==> src/rtl/operand_unpack.sv <==
// operand_unpack: FPU input stage. Splits a packed IEEE-754 single-precision word into sign,
// unbiased two's-complement exponent, 24-bit mantissa with explicit hidden bit and a 2-bit
// special-case flag. Subnormals are normalised one left shift per cycle, so every result
// leaves with m[23]=1 unless it is a zero or an infinity.
//
// Ports:
//   clk        system clock, rising edge
//   rst        asynchronous active-high reset
//   in_valid   a holds an operand
//   in_ready   block can accept an operand this cycle
//   a          packed operand {sign, exp[7:0], frac[22:0]}
//   out_valid  s/e/m/flag hold a completed result
//   out_ready  downstream accepts the result this cycle
//   s          sign
//   e          unbiased exponent, EXP_OUT_W-bit two's complement
//   m          mantissa, m[23] = hidden bit
//   flag       00 normal/subnormal, 01 zero, 10 infinity, 11 NaN
//   busy       high while normalising a subnormal
module operand_unpack #(
   parameter int unsigned BIAS      = 127,
   parameter int unsigned EXP_OUT_W = 10
) (
   input  logic                 clk,
   input  logic                 rst,
   input  logic                 in_valid,
   output logic                 in_ready,
   input  logic [31:0]          a,
   output logic                 out_valid,
   input  logic                 out_ready,
   output logic                 s,
   output logic [EXP_OUT_W-1:0] e,
   output logic [23:0]          m,
   output logic [1:0]           flag,
   output logic                 busy
);

   typedef enum logic [1:0] {StIdle, StNorm, StHold} state_e;

   localparam logic [EXP_OUT_W-1:0] ExpBias = EXP_OUT_W'(BIAS);
   localparam logic [EXP_OUT_W-1:0] ExpInf  = EXP_OUT_W'(128);
   localparam logic [EXP_OUT_W-1:0] ExpSubn = EXP_OUT_W'(-126);
   localparam logic [EXP_OUT_W-1:0] ExpOne  = EXP_OUT_W'(1);

   state_e               state_q;
   logic                 s_q;
   logic [EXP_OUT_W-1:0] e_q;
   logic [23:0]          m_q;
   logic [1:0]           flag_q;

   logic [7:0]           exp_f;
   logic [22:0]          frac_f;
   logic [EXP_OUT_W-1:0] dec_e;
   logic [23:0]          dec_m;
   logic [1:0]           dec_flag;
   logic                 dec_subn;
   logic                 accept;

   assign exp_f  = a[30:23];
   assign frac_f = a[22:0];

   assign in_ready  = (state_q == StIdle) | ((state_q == StHold) & out_ready);
   assign accept    = in_valid & in_ready;
   assign out_valid = (state_q == StHold);
   assign busy      = (state_q == StNorm);
   assign s         = s_q;
   assign e         = e_q;
   assign m         = m_q;
   assign flag      = flag_q;

   // Field decode of the incoming operand.
   always_comb begin
      dec_e    = EXP_OUT_W'(exp_f) - ExpBias;
      dec_m    = {1'b1, frac_f};
      dec_flag = 2'b00;
      dec_subn = 1'b0;
      if (exp_f == 8'h00) begin
         if (frac_f == 23'd0) begin
            dec_e    = '0;
            dec_m    = '0;
            dec_flag = 2'b01;
         end else begin
            // Subnormal: start at the minimum normal exponent, normalised in StNorm.
            dec_e    = ExpSubn;
            dec_m    = {1'b0, frac_f};
            dec_subn = 1'b1;
         end
      end else if (exp_f == 8'hFF) begin
         dec_e = ExpInf;
         if (frac_f == 23'd0) begin
            dec_m    = '0;
            dec_flag = 2'b10;
         end else begin
            // NaN payload kept as-is; quiet bit is not forced.
            dec_flag = 2'b11;
         end
      end
   end

   always_ff @(posedge clk or posedge rst) begin
      if (rst) begin
         state_q <= StIdle;
         s_q     <= 1'b0;
         e_q     <= '0;
         m_q     <= '0;
         flag_q  <= 2'b00;
      end else if (accept) begin
         s_q     <= a[31];
         e_q     <= dec_e;
         m_q     <= dec_m;
         flag_q  <= dec_flag;
         state_q <= dec_subn ? StNorm : StHold;
      end else begin
         case (state_q)
            StNorm: begin
               m_q <= {m_q[22:0], 1'b0};
               e_q <= e_q - ExpOne;
               // The shift about to happen brings a one into the hidden-bit position.
               if (m_q[22]) state_q <= StHold;
            end
            StHold: begin
               if (out_ready) state_q <= StIdle;
            end
            default: ;
         endcase
      end
   end

endmodule

==> config.mk <==
export PLATFORM = sky130hd
export DESIGN_NAME = operand_unpack
export DESIGN_NICKNAME = d
export VERILOG_FILES = /design/src/rtl/operand_unpack.sv
export SDC_FILE = /design/constraint.sdc
export NUM_CORES = 1
export LEC_CHECK = 0
export BUFFER_PORTS_ARGS = -buffer_cell sky130_fd_sc_hd__buf_4
export CORE_MARGIN = 3
export CORE_UTILIZATION = 40
export DETAILED_ROUTE_END_ITERATION = 8
export MAX_ROUTING_LAYER = met4
export PLACE_DENSITY_LB_ADDON = 0.12
export SLEW_MARGIN = 15
export SYNTH_ARGS = -nofsm -noshare
export SYNTH_HDL_FRONTEND = slang
export SYNTH_SLANG_ARGS = --single-unit
==> constraint.sdc <==
create_clock -name clk -period 3.21 [get_ports clk]
set_clock_uncertainty 0.05 [all_clocks]
set_input_delay 0.1605 -clock clk [delete_from_list [all_inputs] [get_ports clk]]
set_output_delay 0.1605 -clock clk [all_outputs]
set_load 0.01 [all_outputs]
==> metrics.cfg, run 1 <==
[synth]
synth_cells = 283
synth_edf_count = 0
syn_area_um2 = 2449
ys_seq_area_share_pct = 39.86
synth.area.top_cells = dfrtp_1 (40%), a221oi_1 (7.9%), o22ai_1 (6.1%), o21ai_0 (5.5%), inv_1 (4.9%)
ys_types = 47
synthTopCellsByCount = dfrtp_1 (39), inv_1 (32), nor2_1 (30)
ys_ff_latch = 39
synth_top_area_share_pct = 39.86
synth_ff_type = dfrtp_1
ys_warn_count = 0
synth_area_per_cell_um2 = 8.652
synth_top_cell_by_area = dfrtp_1
async_flop_share_pct = 100.0
yosysMostFrequentCell = dfrtp_1
syn_nets = 325

[place]
place_congestion = 0.8541
dpl_cell_area_um2 = 3099
dpl.hpwl_mm = 5.171
portBuffers = 75

[drt]
drtPass1Iterations = 4
wl_mm = 7.315
vias = 2480
drtIter0Drc = 179
drc = 0
routedWlPerCell_um = 16.93
ant_nets = 0
viasPerCell = 5.741

[global_routing]
grt_start_max_net_pins = 40
gr-total-overflow = 0
grt_pass1_vias = 2416
grt_pass1_wl_mm = 12.14
antenna_found_initial = 0
groute.usage.overall_pct = 21.30

[sta]
setup_viol = 0
fmax_ghz = 0.4196
slew_viol_final = 0
fin_crit_ns = 2.383
hold_viol = 0
tns_ns = 0
fin_crit_sh_pct = 74.25
grt_setup_unrepaired = no
worst_pin_slew_ns = 0.7757
slew_headroom_pct = 48.16

[die]
initial_utilization_pct = 42.89
die_h_um = 84.24
io_pins = 76
dieWidth_um = 84.24
coreArea_um2 = 5709
dieArea_um2 = 7096
std_cell_rows = 27

[worst_setup_path]
r2r_end = m[23]
crit_arrival_ns = 2.51
startpoint = state_q[0]
worstPathRequired_ns = 3.34
path_max_fanout = 25
cp-end-kind = register
critPathLaunchType = register
ff2ff_setup_slack_ns = 0.83
r2r_cells = 8
worstSetupPathType = register to register
r2r_start = state_q[0]

[clock_tree]
postCtsSetupBuffers = 0
cts_max_path_buffers = 2
cts-root-buf = clkbuf_8
clock-sinks = 39
cts.clk_slew.worst_paths_ns = 0.08
cts_made_buffers = 5
post_cts_resized = 0
cts_tree = done
insertion_delay_ns = 0.29
h-tree-depth = 2

[power]
p_leak_nw = 1.431
ir_drop_mv = 0.4440
power.density_nw_per_um2 = 753.2

[cells_and_area]
final_layout_size_suffix_gt1_share_pct = 28.61
diodes = 0
final_nets = 401
areaGrowthSynthToFinish_pct = 30.40
stdcell_area_um2 = 3193

[hold_path]
hp-class = primary input to register
holdCritStartpoint = a[31]
min_path_cells = 3
holdPathEnd = s

[run]
maxCapViolations = 0

[run_status]
status = finished clean

[worst max path at each step]
stage | to | cells after the start
after floorplan | e[7] | 7
after global placement | flag[0] | 8
after detailed placement | m[23] | 8
after CTS | m[23] | 8
after global routing | m[23] | 8
final | m[23] | 8
[power breakdown]
group          internal [mW]  total [mW]  switching (mW)
Combinational          0.556        1.10           0.546
Sequential             0.715       0.980           0.265
Clock                  0.149       0.323           0.174
[layer usage]
metal | part of all wire, % | up-vias | GRT usage, %
li1 | - | 1193 | -
met1 | 44 | 1176 | 29.71
met2 | 48 | 107 | 32.07
met3 | 7.0 | 4 | 4.514
met4 | 0.59 | 0 | 4.240
met5 | 0 | - | -
[flip-flops by register name (all words and copies together) (netlist names)]
name	flops
flag	2
e	10
state_q	2
m	24
s	1
[layout by cell type (no fill, tap or decap), types with 6 or more instances in the layout]
master    count
nor2_1       30
nand2_1      19
nor4_1        6
dfrtp_1      39
o21ai_0      26
buf_4        85
inv_1        32
nand3_1       6
a221oi_1     22
xor2_1        6
o22ai_1      24
ha_1          6
[layout make-up]
| cell class | instances | area, um2 |
|---|---|---|
| multi-input combinational | 195 | 1275 |
| fill | 557 | 2516 |
| inverter | 32 | 120.1 |
| sequential | 39 | 975.9 |
| timing repair buffer | 86 | 648.1 |
| clock buffer | 5 | 68.82 |
| clock inverter | 3 | 15.01 |
| tap | 72 | 90.09 |
[worst max-delay path: stages (launching register included)]
cell and delay, ns:
dfrtp_1 0.38, inv_1 0.08, ha_1 0.25, a21oi_2 0.26
inv_1 0.12, nand2_1 0.59, buf_4 0.27, nor2_1 0.05
a221oi_1 0.23
[per-stage QoR]
step	utilization (%)	total power, mW	setup slack (ns)	hold WS (ns)	std cells
detailed placement	54.28	2.089	0.8721	0.2713	423
global placement	54.28	2.074	0.9610	0.2751	423
finish	55.93	2.405	0.8267	0.01844	432
floorplan	-	1.506	1.258	0.2159	283
CTS	55.93	2.424	0.8380	0.01455	432
global route	55.93	2.582	0.6089	0.01943	432
[repair_timing]
| item | 4_1_cts | 5_1_grt |
|---|---|---|
| hold buffers | 1 | 0 |
| endpoints found under the setup margin | 0 | 0 |
| hold endpoints to repair | 39 | 0 |
[cell families (layout without fill, tap and decap cells)]
logic type               after synthesis  in the layout  share of synthesized area [%]
AO/OA/AOI/OAI                         92             92                          25.45
XOR/XNOR                              11             11                          3.934
adder cells (fa/ha/maj)                6              6                          3.066
buffers and inverters                 49            126                          8.074
flip-flops                            39             39                          39.86
multiplexers                           4              4                          1.635
AND/OR/NAND/NOR                       82             82                          17.99
(Power assumes the default switching activity.)
==> inputs of run 2 (changes only) <==
==> constraint.sdc (replaced) <==
create_clock -name clk -period 2.25 [get_ports clk]
set_clock_uncertainty 0.05 [all_clocks]
set_input_delay 0.1125 -clock clk [delete_from_list [all_inputs] [get_ports clk]]
set_output_delay 0.1125 -clock clk [all_outputs]
set_load 0.01 [all_outputs]
==> metrics.cfg, run 2 (synthesis gave the netlist of run 1 again) <==
[cells_and_area]
diodes = 0  ; unchanged
final_cell_mix = buf_4 (86), dfrtp_1 (39), inv_1 (32)
areaGrowthSynthToFinish_pct = 32.75
num-fill-cells = 533  ; -4.3%
mostFrequentLayoutCell = buf_4
final_cell_count_no_fill = 437  ; +1.2%
final_nets = 406  ; +1.2%
stdcell_area_um2 = 3251  ; +1.8%
final_layout_size_suffix_gt1_share_pct = 28.49  ; -0.12 points
regArea_um2 = 975.9  ; unchanged
multiInputGateArea_um2 = 1282  ; +0.59%
largest_reg_flops = 24  ; unchanged
fin_util_pct = 56.94  ; +1.0 points

[sta]
hold_slack_ns = 0.01663  ; -0.001809 ns
setup_viol = 0  ; unchanged
fmax_ghz = 0.4769  ; +14%
worst_pin_slew_ns = 0.5388  ; -0.2369 ns
tns_ns = 0  ; unchanged
hold_viol = 0  ; unchanged
grt_setup_unrepaired = no
slew_headroom_pct = 63.75  ; +16 points
slew_viol_final = 0  ; unchanged
fin_crit_ns = 2.097  ; -0.2864 ns
worst_slack_ns = 0.1530  ; -0.6736 ns
fin_crit_sh_pct = 93.20  ; +19 points

[run]
maxCapViolations = 0  ; unchanged

[worst_setup_path]
path_max_fanout = 24  ; -4.0%
path_cells = inv_1 > ha_1 > a21oi_4 > a211oi_2 > nand2_2 > a221oi_1
ff2ff_setup_slack_ns = 0.15  ; -0.67 ns
critPathLaunchType = register
r2r_start = state_q[0]
cp-end-kind = register
r2r_end = m[2]
r2r_cells = 6  ; -2
crit_arrival_ns = 2.24  ; -0.27 ns
worstSetupPathType = register to register
worstPathRequired_ns = 2.39  ; -0.95 ns
max_stage_delay_ns = 0.40  ; -0.19 ns
worst_path_max_delay_cell = dfrtp_1

[global_routing]
grt_pass1_wl_mm = 11.87  ; -2.2%
gr-total-overflow = 0  ; unchanged
grt_pass1_vias = 2405  ; -0.46%
grt_start_max_net_pins = 40  ; unchanged
groute.usage.overall_pct = 21.00  ; -0.29 points
antenna_found_initial = 0  ; unchanged

[clock_tree]
insertion_delay_ns = 0.30  ; about the same
clock-sinks = 39  ; unchanged
h-tree-depth = 2  ; unchanged
cts_tree = done
cts-root-buf = clkbuf_8
postCtsSetupBuffers = 0  ; unchanged
cts_made_buffers = 5  ; unchanged
cts_max_path_buffers = 2  ; unchanged
cts.clk_slew.worst_paths_ns = 0.08  ; about the same

[power]
power.density_nw_per_um2 = 1065  ; +41%
finalPower_mw = 3.463  ; +44%
ir_drop_mv = 0.5520  ; +24%
p_leak_nw = 1.449  ; +1.3%

[place]
dp_slack_ns = 0.1552  ; -0.7169 ns
dpl_cell_area_um2 = 3114  ; +0.48%
place_congestion = 0.8648  ; +1.3%
portBuffers = 75  ; unchanged
dpl.hpwl_mm = 5.192  ; +0.42%
dp_cells = 425  ; +0.47%

[drt]
drc = 0  ; unchanged
wl_mm = 7.241  ; -1.0%
drtPass1Iterations = 6  ; +2
ant_nets = 0  ; unchanged
routedWlPerCell_um = 16.57  ; -2.1%
drtIter0Drc = 165  ; -7.8%
vias = 2512  ; +1.3%
viasPerCell = 5.748  ; +0.13%

[die]
initial_utilization_pct = 42.89  ; unchanged
dieWidth_um = 84.24  ; unchanged
io_pins = 76  ; unchanged
die_h_um = 84.24  ; unchanged
dieArea_um2 = 7096  ; unchanged
coreArea_um2 = 5709  ; unchanged
std_cell_rows = 27  ; unchanged

[hold_path]
holdPathEnd = m[19]
hp-class = primary input to register
holdCritStartpoint = a[19]
min_path_cells = 3  ; unchanged

[run_status]
status = finished clean

## run 2: layer usage
metal  GRT usage [%]  share of wire (%)  up-vias
met5               -                  0        -
met2           33.14                 47       95
met3           4.220                6.1        9
met4           5.409                1.3        0
li1                -                  -     1204
met1           27.65                 45     1204
## run 2: how the worst max path moves through the flow
stage | from | to | slack, ns | depth (start not counted)
detailed placement | state_q[0] | m[2] | 0.16 | 8
global placement | state_q[0] | m[11] | 0.30 | 6
floorplan | state_q[1] | e[7] | 0.30 | 7
CTS | state_q[0] | m[2] | 0.15 | 8
finish | state_q[0] | m[2] | 0.15 | 6
global route | state_q[0] | m[7] | 0.01 | 6
## run 2: layout make-up
| type | instances | share of cell area [%] |
|---|---|---|
| multi-input combinational | 195 | 39.45 |
| clock buffer | 6 | 2.232 |
| timing repair buffer | 91 | 21.44 |
| sequential | 39 | 30.02 |
| clock inverter | 2 | 0.3849 |
| inverter | 32 | 3.695 |
| tap | 72 | 2.771 |
## run 2: power by group
part / internal (mW) / switching (mW)
combinational: 0.814 / 0.782
sequential: 1.02 / 0.373
clock: 0.217 / 0.257
## run 2: worst max-delay path: cells and delay by family, from the launching register on
| kind | cells | cell delay [ns] |
|---|---|---|
| AO/OA/AOI/OAI | 3 | 0.80 |
| AND/OR/NAND/NOR | 1 | 0.38 |
| adder cells (fa/ha/maj) | 1 | 0.26 |
| flip-flops | 1 | 0.40 |
| buffers and inverters | 1 | 0.10 |
## run 2: what timing repair did
| item | CTS | global route |
|---|---|---|
| resized for setup | 0 | 2 |
| hold buffers | 4 | 0 |
| hold endpoints to repair | 42 | 0 |
| setup endpoints to repair | 0 | 11 |
==> inputs of run 3 (changes only) <==
--- a/config.mk
+++ b/config.mk
@@ -8,6 +8,7 @@
 export BUFFER_PORTS_ARGS = -buffer_cell sky130_fd_sc_hd__buf_4
 export CORE_MARGIN = 3
 export CORE_UTILIZATION = 40
+export CTS_BUF_LIST = sky130_fd_sc_hd__clkbuf_4 sky130_fd_sc_hd__clkbuf_8
 export DETAILED_ROUTE_END_ITERATION = 8
 export MAX_ROUTING_LAYER = met4
 export PLACE_DENSITY_LB_ADDON = 0.12
==> metrics.cfg, run 3 (synthesis gave the netlist of run 1 again) <==
[place]
portBuffers = 75  ; unchanged
place_congestion = 0.8648  ; unchanged
dpl.hpwl_mm = 5.192  ; unchanged
dpl_cell_area_um2 = 3114  ; unchanged
dp_slack_ns = 0.1552  ; unchanged

[die]
initial_utilization_pct = 42.89  ; unchanged
coreArea_um2 = 5709  ; unchanged
io_pins = 76  ; unchanged
std_cell_rows = 27  ; unchanged
dieWidth_um = 84.24  ; unchanged
die_h_um = 84.24  ; unchanged
dieArea_um2 = 7096  ; unchanged

[sta]
grt_setup_unrepaired = no
setup_viol = 0  ; unchanged
slew_viol_final = 0  ; unchanged
worst_pin_slew_ns = 0.5353  ; -0.003528 ns
slew_headroom_pct = 63.99  ; +0.24 points
fmax_ghz = 0.4761  ; -0.16%
tns_ns = 0  ; unchanged
fin_crit_sh_pct = 93.35  ; +0.15 points
fin_crit_ns = 2.100  ; +0.003451 ns
worst_slack_ns = 0.1496  ; -0.003451 ns
hold_viol = 0  ; unchanged

[power]
power.density_nw_per_um2 = 1068  ; +0.26%
p_leak_nw = 1.453  ; +0.24%
p_int_mw = 2.063  ; +0.58%
p_seq_share_pct = 40.1  ; about the same
combPwrFrac_pct = 45.9  ; -0.2 points
p_sw_share_pct = 40.65  ; -0.12 points
pwr-share-clk_pct = 14.0  ; +0.3 points
ir_drop_mv = 0.5538  ; +0.33%
p_sw_mw = 1.413  ; about the same

[clock_tree]
cts_tree = done
cts_max_path_buffers = 2  ; unchanged
postCtsSetupBuffers = 0  ; unchanged
cts-root-buf = clkbuf_8
cts_made_buffers = 5  ; unchanged
h-tree-depth = 2  ; unchanged
clock-sinks = 39  ; unchanged
insertion_delay_ns = 0.30  ; about the same
cts.clk_slew.worst_paths_ns = 0.08  ; about the same

[worst_setup_path]
worstSetupPathType = register to register
path_max_fanout = 24  ; unchanged
worstPathRequired_ns = 2.39  ; about the same
crit_arrival_ns = 2.24  ; about the same
cp-end-kind = register
critPathLaunchType = register

[global_routing]
grt_pass1_wl_mm = 11.87  ; unchanged
gr-total-overflow = 0  ; unchanged
grt_start_max_net_pins = 40  ; unchanged
grt_use_met3_pct = 4.220  ; unchanged
groute.usage.overall_pct = 21.00  ; unchanged
grt_use_met2_pct = 33.14  ; unchanged
grt_pass1_vias = 2405  ; unchanged
antenna_found_initial = 0  ; unchanged
use_met1_pct = 27.65  ; unchanged
top_usage_layer = met2

[cells_and_area]
largest_reg_flops = 24  ; unchanged
areaGrowthSynthToFinish_pct = 32.91
diodes = 0  ; unchanged
stdcell_area_um2 = 3254  ; +0.12%
num-fill-cells = 532  ; -0.19%
final_nets = 406  ; unchanged
final_layout_size_suffix_gt1_share_pct = 28.77  ; +0.27 points
final_cell_mix = buf_4 (86), dfrtp_1 (39), inv_1 (32)
mostFrequentLayoutCell = buf_4

[drt]
viasPerCell = 5.707  ; -0.72%
drtPass1Iterations = 4  ; -2
vias = 2494  ; -0.72%
drc = 0  ; unchanged
routedWlPerCell_um = 16.57  ; about the same
drtIter0Drc = 165  ; unchanged
wl_mm = 7.239  ; about the same
ant_nets = 0  ; unchanged

[run_status]
status = finished clean

[run]
maxCapViolations = 0  ; unchanged

[hold_path]
hp-class = primary input to register

==> run 3: metal layers <==
layer / wire, um / part of all wire [%]
met5: 0 / 0
met1: 3247 / 45
met3: 421 / 5.8
met2: 3486 / 48
met4: 84 / 1.2
==> run 3: power groups by stage <==
stage	sequential, mW	clock [mW]	combinational (mW)
after detailed placement	1.40	0	1.59
after global routing	1.46	0.512	1.75
after floorplan	1.46	0	0.685
final	1.39	0.486	1.59
after CTS	1.39	0.491	1.60
after global placement	1.40	0	1.56
==> run 3: worst max-delay path: stages, from the launching register on <==
cell      delay, ns
dfrtp_1        0.40
inv_1          0.10
ha_1           0.26
a21oi_4        0.11
a211oi_2       0.30
nand2_2        0.38
a221oi_1       0.39
==> run 3: worst paths after layout <==
| kind | from | end | slack [ns] | cells after the start |
|---|---|---|---|---|
| max | state_q[0] | m[2] | 0.15 | 6 |
| min in group asynchronous | rst | m[22] | 0.44 | 4 |
| min | a[19] | m[19] | 0.02 | 3 |
| min reg2reg | s | s | 0.44 | 2 |
| max reg2reg | state_q[0] | m[2] | 0.15 | 6 |
| max in group asynchronous | rst | e[4] | 1.35 | 4 |
==> run 3: what timing repair did <==
item / in CTS / in global routing
endpoints found under the setup margin: 0 / 11
hold endpoints to repair: 42 / 0
gates resized for setup: 0 / 2
hold buffers: 4 / 0
==> run 3: layout make-up <==
type                            count  area (um2)  share of cell area, %
Multi-Input combinational cell    195        1282                  39.41
Timing Repair Buffer               91       696.9                  21.41
Inverter                           32       120.1                  3.691
Clock buffer                        6       76.32                  2.345
Clock inverter                      2       12.51                 0.3845
Tap cell                           72       90.09                  2.768
Sequential cell                    39       975.9                  29.99
==> run 3: stage by stage <==
step	hold WS (ns)	total power, mW	std cells	util, %
after floorplan	0.1679	2.148	283	-
after global placement	0.2288	2.962	425	54.55
after detailed placement	0.2223	2.984	425	54.55
after CTS	0.01606	3.478	437	56.80
after global routing	0.02477	3.719	437	57.00
final	0.01676	3.476	437	57.00
